File: config.mk
export PLATFORM = sky130hd
export DESIGN_NAME = fb_dac_output_stage
export DESIGN_NICKNAME = d
export VERILOG_FILES = /design/src/rtl/fb_dac_output_stage.sv
export SDC_FILE = /design/constraint.sdc
export NUM_CORES = 1
export LEC_CHECK = 0
export CORE_ASPECT_RATIO = 0.6
export CORE_MARGIN = 1
export CORE_UTILIZATION = 35
export CTS_CLUSTER_DIAMETER = 80
export DETAILED_ROUTE_END_ITERATION = 10
export MAX_ROUTING_LAYER = met4
export SLEW_MARGIN = 10
export SYNTH_ARGS = -nofsm -noshare
export SYNTH_HDL_FRONTEND = slang
export SYNTH_SLANG_ARGS = --single-unit
export TNS_END_PERCENT = 50
File: constraint.sdc
create_clock -name clk -period 2.7 [get_ports clk]
set_clock_uncertainty 0.05 [all_clocks]
set_input_delay 0.54 -clock clk [delete_from_list [all_inputs] [get_ports clk]]
set_output_delay 0.54 -clock clk [all_outputs]
set_load 0.05 [all_outputs]
File: src/rtl/fb_dac_output_stage.sv
// Feedback DAC output stage: captures the DSP kick, trims, saturates,
// strobes it into the DAC, holds it, then returns to mid-scale.
module fb_dac_output_stage #(
  parameter int DAC_W       = 13,
  parameter int HOLD_CYCLES = 16,
  parameter int TIMEOUT     = 32,
  parameter int KILL_OFLOW  = 1
) (
  input  logic             clk,
  input  logic             rst,
  input  logic [14:0]      pout,
  input  logic             DSPoflow,
  input  logic             fb_cond,
  input  logic             dac_clk,
  input  logic             store_strb,
  input  logic             fb_en,
  input  logic [12:0]      offset,
  input  logic             cnt_clr,
  output logic [DAC_W-1:0] dac_data,
  output logic             dac_wr,
  output logic             sat,
  output logic             overrun,
  output logic [7:0]       sat_cnt,
  output logic [7:0]       oflow_cnt,
  output logic [7:0]       tout_cnt
);

  typedef enum logic [2:0] {
    IDLE, CALC, LOADED, DRIVE, HOLD
  } state_t;

  localparam int TMAX =
    (TIMEOUT > HOLD_CYCLES) ? TIMEOUT : HOLD_CYCLES;
  localparam int TW = $clog2(TMAX + 1);
  localparam logic signed [15:0] MAXV =
    16'((1 << (DAC_W - 1)) - 1);
  localparam logic signed [15:0] MINV = -MAXV - 16'sd1;
  localparam logic [DAC_W-1:0] MID =
    {1'b1, {(DAC_W-1){1'b0}}};

  state_t state_q, n_state;
  logic [TW-1:0] timer_q, n_timer;
  logic signed [15:0] sum_q, n_sum, sum_in;
  logic ofl_q, n_ofl;
  logic [DAC_W-1:0] code_q, n_code, code_c;
  logic [DAC_W-1:0] data_q, n_data;
  logic sat_q, n_sat, clip;
  logic wr_q, n_wr;
  logic ovr_q, n_ovr;
  logic [7:0] satc_q, n_satc;
  logic [7:0] oflc_q, n_oflc;
  logic [7:0] toc_q, n_toc;
  logic fb_d, dc_d;
  logic fb_rise, dac_rise;

  function automatic logic [7:0] inc8(input logic [7:0] c);
    return (c == 8'hFF) ? c : c + 8'd1;
  endfunction

  assign fb_rise  = fb_cond & ~fb_d;
  assign dac_rise = dac_clk & ~dc_d;
  assign sum_in   = {pout[14], pout} +
                    {{3{offset[12]}}, offset};

  // Kill path forces mid-scale and is not reported as a saturation
  always_comb begin
    clip   = 1'b0;
    code_c = sum_q[DAC_W-1:0];
    if (sum_q > MAXV) begin
      clip   = 1'b1;
      code_c = MAXV[DAC_W-1:0];
    end else if (sum_q < MINV) begin
      clip   = 1'b1;
      code_c = MINV[DAC_W-1:0];
    end
    if (KILL_OFLOW != 0 && ofl_q) begin
      clip   = 1'b0;
      code_c = '0;
    end
  end

  always_comb begin
    n_state = state_q;
    n_timer = timer_q;
    n_sum   = sum_q;
    n_ofl   = ofl_q;
    n_code  = code_q;
    n_sat   = sat_q;
    n_data  = data_q;
    n_wr    = wr_q;
    n_ovr   = ovr_q;
    n_satc  = satc_q;
    n_oflc  = oflc_q;
    n_toc   = toc_q;
    if (fb_rise && state_q != IDLE) n_ovr = 1'b1;
    if (!store_strb) begin
      n_state = IDLE;
      n_timer = '0;
      n_wr    = 1'b0;
      n_data  = MID;
    end else begin
      unique case (state_q)
        IDLE: begin
          if (fb_rise && fb_en) begin
            n_state = CALC;
            n_sum   = sum_in;
            n_ofl   = DSPoflow;
          end
        end
        CALC: begin
          n_code  = code_c;
          n_sat   = clip;
          if (clip)  n_satc = inc8(satc_q);
          if (ofl_q) n_oflc = inc8(oflc_q);
          n_state = LOADED;
          n_timer = '0;
        end
        LOADED: begin
          if (dac_rise) begin
            n_state = DRIVE;
            n_data  = {~code_q[DAC_W-1],
                       code_q[DAC_W-2:0]};
            n_wr    = 1'b1;
            n_timer = '0;
          end else if (timer_q == TW'(TIMEOUT - 1)) begin
            n_state = IDLE;
            n_toc   = inc8(toc_q);
            n_timer = '0;
          end else begin
            n_timer = timer_q + 1'b1;
          end
        end
        DRIVE: begin
          if (timer_q == TW'(1)) begin
            n_wr    = 1'b0;
            n_state = HOLD;
            n_timer = '0;
          end else begin
            n_timer = timer_q + 1'b1;
          end
        end
        HOLD: begin
          if (timer_q == TW'(HOLD_CYCLES - 1)) begin
            n_data  = MID;
            n_state = IDLE;
            n_timer = '0;
          end else begin
            n_timer = timer_q + 1'b1;
          end
        end
        default: n_state = IDLE;
      endcase
    end
    if (cnt_clr) begin
      n_satc = '0;
      n_oflc = '0;
      n_toc  = '0;
      n_ovr  = 1'b0;
    end
  end

  always_ff @(posedge clk or posedge rst) begin
    if (rst) begin
      state_q <= IDLE;
      timer_q <= '0;
      sum_q   <= '0;
      ofl_q   <= 1'b0;
      code_q  <= '0;
      sat_q   <= 1'b0;
      data_q  <= MID;
      wr_q    <= 1'b0;
      ovr_q   <= 1'b0;
      satc_q  <= '0;
      oflc_q  <= '0;
      toc_q   <= '0;
      fb_d    <= 1'b0;
      dc_d    <= 1'b0;
    end else begin
      state_q <= n_state;
      timer_q <= n_timer;
      sum_q   <= n_sum;
      ofl_q   <= n_ofl;
      code_q  <= n_code;
      sat_q   <= n_sat;
      data_q  <= n_data;
      wr_q    <= n_wr;
      ovr_q   <= n_ovr;
      satc_q  <= n_satc;
      oflc_q  <= n_oflc;
      toc_q   <= n_toc;
      fb_d    <= fb_cond;
      dc_d    <= dac_clk;
    end
  end

  assign dac_data  = data_q;
  assign dac_wr    = wr_q;
  assign sat       = sat_q;
  assign overrun   = ovr_q;
  assign sat_cnt   = satc_q;
  assign oflow_cnt = oflc_q;
  assign tout_cnt  = toc_q;

endmodule

# Yosys cells after proc, flatten, opt, wreduce, memory -nomap -nowiden
# Index checks and enable logic that the tools add are counted.
# totals
ff_bits	81
inputBits	36
out_inout_bits	40
wordCells	112
# classes
add_sub_neg	5
magnitude_cmp	2
eq_ne	22
mux	45
bitwise	5
reduce_logical	19
# op_table
cell	count
2-to-1 mux 8 bit	16
2-to-1 mux 13 bit	6
2-to-1 mux 6 bit	5
case mux 13 bit (2 select lines)	1
adder 8 x 1 -> 8 bit (second input constant)	3
== test 8 bit (second input constant)	3
case mux 6 bit (4 select lines)	1
2-to-1 mux 3 bit	6
adder 15 x 13 -> 16 bit	1
greater-than comparator 16 x 13 -> 1 bit (second input constant)	1
< comparator 16 x 13 -> 1 bit (second input constant)	1
case mux 3 bit (5 select lines)	1
nonzero test 2 bit	7
inequality test 3 bit (second input constant)	4
AND reduction 4 bit	3
AND reduction 3 bit	3
2-to-1 mux 1 bit	8
inequality test 2 bit (second input constant)	4
adder 6 x 1 -> 6 bit (second input constant)	1
== test 3 x 2 -> 1 bit (second input constant)	2
== test 6 x 1 -> 1 bit (second input constant)	1
== test 6 x 4 -> 1 bit (second input constant)	1
== test 6 x 5 -> 1 bit (second input constant)	1
inequality test 3 x 1 -> 1 bit (second input constant)	2
12 further kinds	16

# Longest topological paths before layout
# Gate-level depths: netlist of the first run.
# logic_depth
word_depth	8
depth_mapped	8
mapped_depth_nobuf	8

# Worst setup path after synthesis of the first run
# No wires, ideal clock.
# synth_path
path_kind	input-to-reg
startpoint	input port offset[0]
endpoint	register sum_q[10]
setup_ps	125
arrival_ps	2200
required_time_ps	2525
path_slack_ps	325
stages	8
path_buffers	0
cell_sequence	ha_1 > fa_1 > a211oi_1 > o21bai_1 > o21ai_0 > nand2_1 > xor2_1 > mux2_2
# synth_between
elab_chain_len	1
# synth_rtl
item	line	text
start, declared	17	input logic [12:0] offset,
adder 15 x 13 -> 16 bit	62	assign sum_in = {pout[14], pout} +
end signal, assigned	181	sum_q <= n_sum;
end, declared	43	logic signed [15:0] sum_q, n_sum, sum_in;
# No other way between the ends.
# A chain may end at the register's enable or synchronous reset.

# Worst setup path after layout of the first run
# Ends and elaborated chain as after synthesis.

==> results of run 1 <==
==> power breakdown <==
group	internal, mW	switching [mW]
clock	0.790	0.484
combinational	0.495	0.769
sequential	1.51	0.213
==> layer usage <==
layer	track usage [%]	up-vias	share of wire (%)
li1	-	1851	-
met1	25.8	1764	55
met4	3.61	0	0.32
met2	21.0	72	40
met5	-	-	0
met3	5.03	4	4.4
==> kinds of logic (layout without fill, tap and decap cells) <==
logic type      after synthesis  in the layout  share of synthesized area, %
compound gates              118            118                          17.1
xor+xnor                     30             30                          5.82
fa+ha+maj                    21             21                          5.99
buf+inv                      40            135                          3.88
flops                        81             81                          45.0
mux                           8              8                          2.16
simple gates                181            181                          20.1
==> state kept, by name (all words and copies together) (netlist names) <==
name       count
sat_cnt        8
sat            1
timer_q        6
tout_cnt       8
dac_data      13
dc_d           1
fb_d           1
state_q        3
code_q        13
sum_q         16
overrun        1
dac_wr         1
oflow_cnt      8
ofl_q          1
==> area by class of cell <==
cell class,count,area (sq um)
flip-flops and latches,81,2030
multi-input cells,358,2320
inverters,25,95.1
fillers,1146,6430
repair buffers,94,906
clock inverters,4,50.0
clock buffers,12,267
well taps,165,206
==> layout by cell type (no fill, tap or decap), types with 7 or more instances in the layout <==
master | Yosys | routed
xnor2_1 | 17 | 17
inv_1 | 25 | 24
a21oi_1 | 19 | 19
nand3_1 | 22 | 22
nand2_1 | 63 | 63
nor3_1 | 9 | 9
o21ai_0 | 54 | 53
clkbuf_16 | 0 | 9
ha_1 | 20 | 20
dfrtp_1 | 80 | 80
xor2_1 | 13 | 13
clkdlybuf4s50_1 | 0 | 75
a21o_1 | 7 | 7
nor2_1 | 40 | 40
buf_4 | 2 | 18
==> Yosys cell counts (7+ instances only) <==
master	instances	area share [%]
a21o_1	7	1.2
a21oi_1	19	2.1
clkbuf_1	9	0.75
dfrtp_1	80	44
ha_1	20	5.5
inv_1	25	2.1
nand2_1	63	5.2
nand3_1	22	2.4
nor2_1	40	3.3
nor3_1	9	1.0
o21ai_0	54	6.0
xnor2_1	17	3.3
xor2_1	13	2.5
==> path summary, 6_finish.rpt <==
check	start	to	slack [ns]	depth (start not counted)
setup / recovery	offset[0]	sum_q[10]$_DFFE_PP0P_	0.15	10
hold / removal	code_q[12]$_DFFE_PP0P_	dac_data[12]$_DFFE_PP1P_	0.39	1
setup reg to reg	timer_q[0]$_DFFE_PP0P_	dac_data[12]$_DFFE_PP1P_	0.69	8
hold reg to reg	code_q[12]$_DFFE_PP0P_	dac_data[12]$_DFFE_PP1P_	0.39	1
max in group asynchronous	rst	dac_data[12]$_DFFE_PP1P_	1.68	3
min in group asynchronous	rst	oflow_cnt[1]$_DFFE_PP0P_	0.56	3
==> metrics by stage <==
step / instances / worst slack [ns] / power (mW) / utilization, %
4_1_cts: 739 / 0.0361 / 4.30 / 47.7
2_1_floorplan: 479 / 0.0316 / 2.59 / -
3_5_place_dp: 723 / -0.389 / 3.00 / 45.1
3_3_place_gp: 723 / -0.416 / 2.97 / 45.1
5_1_grt: 739 / 0.0632 / 4.52 / 47.7
6_report: 739 / 0.151 / 4.26 / 47.7
==> results.json, run 1 <==
{
  "synth_cells": 479,
  "clock-sinks": 81,
  "slew_headroom_pct": 48.3,
  "worstSetupStartpointType": "input pin",
  "vdd_drop_max_v": 0.000373,
  "postCtsSetupBuffers": 0,
  "path_clk_slew_ns": 0.06,
  "grt_pass1_wl_mm": 17.3,
  "dr_total_vias": 3691,
  "die_area_sq_mm": 0.0134,
  "synth_cell_types": 65,
  "crit_arrival_ns": 2.72,
  "io_pins": 76,
  "viasPerCell": 4.99,
  "final_layout_size_suffix_gt1_share_pct": 10.3,
  "die_x_microns": 149,
  "drt_wl_total_mm": 10.4,
  "hold_violations": 0,
  "first_iter_violations": 223,
  "min_path_type": "reg2reg",
  "grt_pass1_vias": 3470,
  "fin_setup_tns_ns": 0,
  "rows": 31,
  "fin_crit_ns": 2.55,
  "yosysWarningCount": 0,
  "final_area_sq_mm": 0.00587,
  "rsz0062_at_grt": "no",
  "synth_fp_nets": 536,
  "antenna_found_initial": 0,
  "grt_overflow": 0,
  "grt_max_degree": 82,
  "syn_area_sq_mm": 0.00451,
  "async_flop_share_pct": 100,
  "area.growth.synth_to_final_pct": 30.1,
  "path_class": "in2reg",
  "max_stage_delay_ns": 0.41,
  "core_sq_mm": 0.0123,
  "clock_latency_ns": 0.33,
  "ant_nets": 0,
  "p_leak_nw": 2.51,
  "synth-edff-count": 0,
  "ctsResizeCount": 1,
  "die_h_microns": 89.9,
  "critPathRequiredTime_ns": 2.87,
  "ys.flop_type": "dfrtp_1",
  "dpl.hpwl_mm": 7.50,
  "drc": 0,
  "cp_cell_sequence": "clkdlybuf4s50_1 > ha_1 > fa_1 > a211oi_2 > buf_4 > o21bai_1 > o21ai_2 > nand2_1 > xor2_1 > mux2_2",
  "portBuffers": 75,
  "dpl_cell_area_sq_mm": 0.00554,
  "slew_violations": 0,
  "start_util_pct": 36.7,
  "p_per_area_mw_per_mm2": 726,
  "setup_viol": 0,
  "ys_seq_area_share_pct": 45.0,
  "slowest_stage": "clkdlybuf4s50_1",
  "cts_inserted_buffers": 9,
  "hold_ws_ns": 0.389,
  "drv_cap": 0,
  "insertedDiodeCount": 0,
  "crit_buf_inv": 2,
  "avgSynthCellArea_sq_um": 9.42,
  "groute.usage.overall_pct": 16.8,
  "clock_path_buffers": 2,
  "htreeDepth": 3,
  "drtPass1Iterations": 4,
  "cts_root_buf": "clkbuf_16",
  "status": "finished, final reports clean",
  "synth_seq_cells": 81,
  "layout.nets": 626,
  "fmax_mhz": 392,
  "timing.final.crit_share_pct": 94.4,
  "critical-path-top-delay-family": "adder cells",
  "cp_max_fo": 2,
  "gp_congestion": 0.844,
  "cts_tree": "yes",
  "cts-hold-fix-buffers": 0,
  "critPathCaptureType": "register",
  "wl_per_cell_microns": 14.1,
  "tightest_slew_ns": 0.772
}
No activity file was read; power rests on OpenSTA's default activity.
==> run 2: changes to the inputs <==
- REMOVE_ABC_BUFFERS: unset -> 1
- clock period: 2.7 -> 2.54 ns (I/O delays scaled with it)
==> run 2 against run 1 <==
Effect of this change: cell count rose by 0.68%; register-to-register slack worse by 0.26 ns; first-iteration DRC count increased by 16%; die area did not move; cell area increased by 1.5%; clock-buffer cell count unchanged; clock power grew 21%; routed wire length up 2.8%; critical path type unchanged.
==> results.json, run 2 (same netlist as run 1, synthesis figures left out) <==
{
  "final_layout_size_suffix_gt1_share_pct": 11.4,
  "die_x_microns": 149,
  "drtPass1Iterations": 4,
  "rows": 31,
  "fin_crit_ns": 2.43,
  "cts_inserted_buffers": 9,
  "first_iter_violations": 258,
  "cts-hold-fix-buffers": 0,
  "cts_tree": "yes",
  "grt_pass1_vias": 3627,
  "start_util_pct": 36.7,
  "layout_commonest_cell": "dfrtp_1",
  "pre_cts_ws_ns": -0.502,
  "slew_violations": 0,
  "htreeDepth": 3,
  "viasPerCell": 5.03,
  "portBuffers": 75,
  "tightest_slew_ns": 0.766,
  "timing.final.crit_share_pct": 95.6,
  "groute.usage.overall_pct": 17.2,
  "p_leak_nw": 2.56,
  "largest_reg_flops": 16,
  "grt_max_degree": 38,
  "die_area_sq_mm": 0.0134,
  "regMostFlops": "sum_q",
  "drt_wl_total_mm": 10.7,
  "critPathCaptureType": "register",
  "path_clk_slew_ns": 0.06,
  "fillers": 1164,
  "drv_cap": 0,
  "path_class": "in2reg",
  "clock_path_buffers": 2,
  "gp_congestion": 0.842,
  "antenna_found_initial": 0,
  "area.growth.synth_to_final_pct": 32.0,
  "p_per_area_mw_per_mm2": 795,
  "status": "finished, final reports clean",
  "wl_per_cell_microns": 14.3,
  "clock_latency_ns": 0.33,
  "min_path_type": "reg2reg",
  "utilization_pct": 48.4,
  "postCtsSetupBuffers": 0,
  "ant_nets": 0,
  "worstSetupStartpointType": "input pin",
  "io_pins": 76,
  "hold_violations": 0,
  "layout.nets": 631,
  "grt_pass1_wl_mm": 17.8,
  "grt_overflow": 0,
  "setup_viol": 0,
  "core_sq_mm": 0.0123,
  "insertedDiodeCount": 0,
  "crit_arrival_ns": 2.60,
  "r2r_slack_ns": 0.43,
  "fin_ws_ns": 0.112,
  "dr_total_vias": 3746,
  "fmax_mhz": 412,
  "dpl.hpwl_mm": 8.00,
  "critPathRequiredTime_ns": 2.71,
  "die_h_microns": 89.9,
  "cp_max_fo": 2,
  "cts_root_buf": "clkbuf_16",
  "clock-sinks": 81,
  "vdd_drop_max_v": 0.000295,
  "slew_headroom_pct": 48.7,
  "drc": 0,
  "rsz0062_at_grt": "no",
  "final_cell_mix": "80 x dfrtp_1, 75 x clkdlybuf4s50_1, 63 x nand2_1, 52 x o21ai_0, 40 x nor2_1"
}
==> run 2: repair_timing <==
action | CTS | global route
hold endpoints to repair | 0 | 0
gates resized for setup | 4 | 3
pin swaps | 2 | 1
endpoints found under the setup margin | 2 | 3
==> run 2: power by group <==
group          leakage, nW  internal, mW  switching (mW)  total [mW]
Sequential            1.07          1.61           0.223        1.83
Combinational         1.31         0.534           0.833        1.37
Clock                0.173          1.02           0.519        1.54
Total                 2.56          3.16            1.58        4.73
==> run 2: layout make-up <==
type	instances	area (sq um)	area share [%]
Clock buffer	12	256	4.31
Timing Repair Buffer	99	943	15.8
Clock inverter	4	98.8	1.66
Tap cell	165	206	3.47
Inverter	25	95.1	1.60
Sequential cell	81	2030	34.1
Multi-Input combinational cell	358	2330	39.1
==> run 2: worst paths after layout <==
path                                       endpoint  cells after the start              startpoint
max                           sum_q[10]$_DFFE_PP0P_                     10               offset[0]
min                        dac_data[12]$_DFFE_PP1P_                      1  code_q[12]$_DFFE_PP0P_
max reg2reg                dac_data[12]$_DFFE_PP1P_                      8  timer_q[0]$_DFFE_PP0P_
min reg2reg                dac_data[12]$_DFFE_PP1P_                      1  code_q[12]$_DFFE_PP0P_
max in group asynchronous    sat_cnt[3]$_DFFE_PP0P_                      3                     rst
min in group asynchronous   tout_cnt[5]$_DFFE_PP0P_                      2                     rst
==> run 2: routing by layer <==
layer  share of wire, %  GRT usage (%)  up-vias
met5                  0              -        -
met4               0.50           3.09        0
met2                 43           23.5       71
met1                 51           25.1     1809
li1                   -              -     1859
met3                5.3           5.18        7
==> run 2: critical path: stages <==
cell	delay (ns)
clkdlybuf4s50_1	0.42
ha_2	0.21
fa_2	0.34
a211oi_2	0.24
buf_4	0.15
o21bai_1	0.09
o21ai_2	0.16
nand2_1	0.08
xor2_1	0.14
mux2_2	0.26
==> run 2: stage by stage <==
stage / total power, mW / setup TNS, ns / std cells / hold WS, ns / cell area, sq um
2_1_floorplan: 2.71 / -7.71 / 464 / 0.343 / 4430
3_3_place_gp: 3.17 / -1.98 / 728 / 0.356 / 5580
3_5_place_dp: 3.21 / -2.12 / 728 / 0.359 / 5580
4_1_cts: 4.77 / 0 / 744 / 0.368 / 5950
5_1_grt: 5.01 / 0 / 744 / 0.398 / 5960
6_report: 4.73 / 0 / 744 / 0.366 / 5960
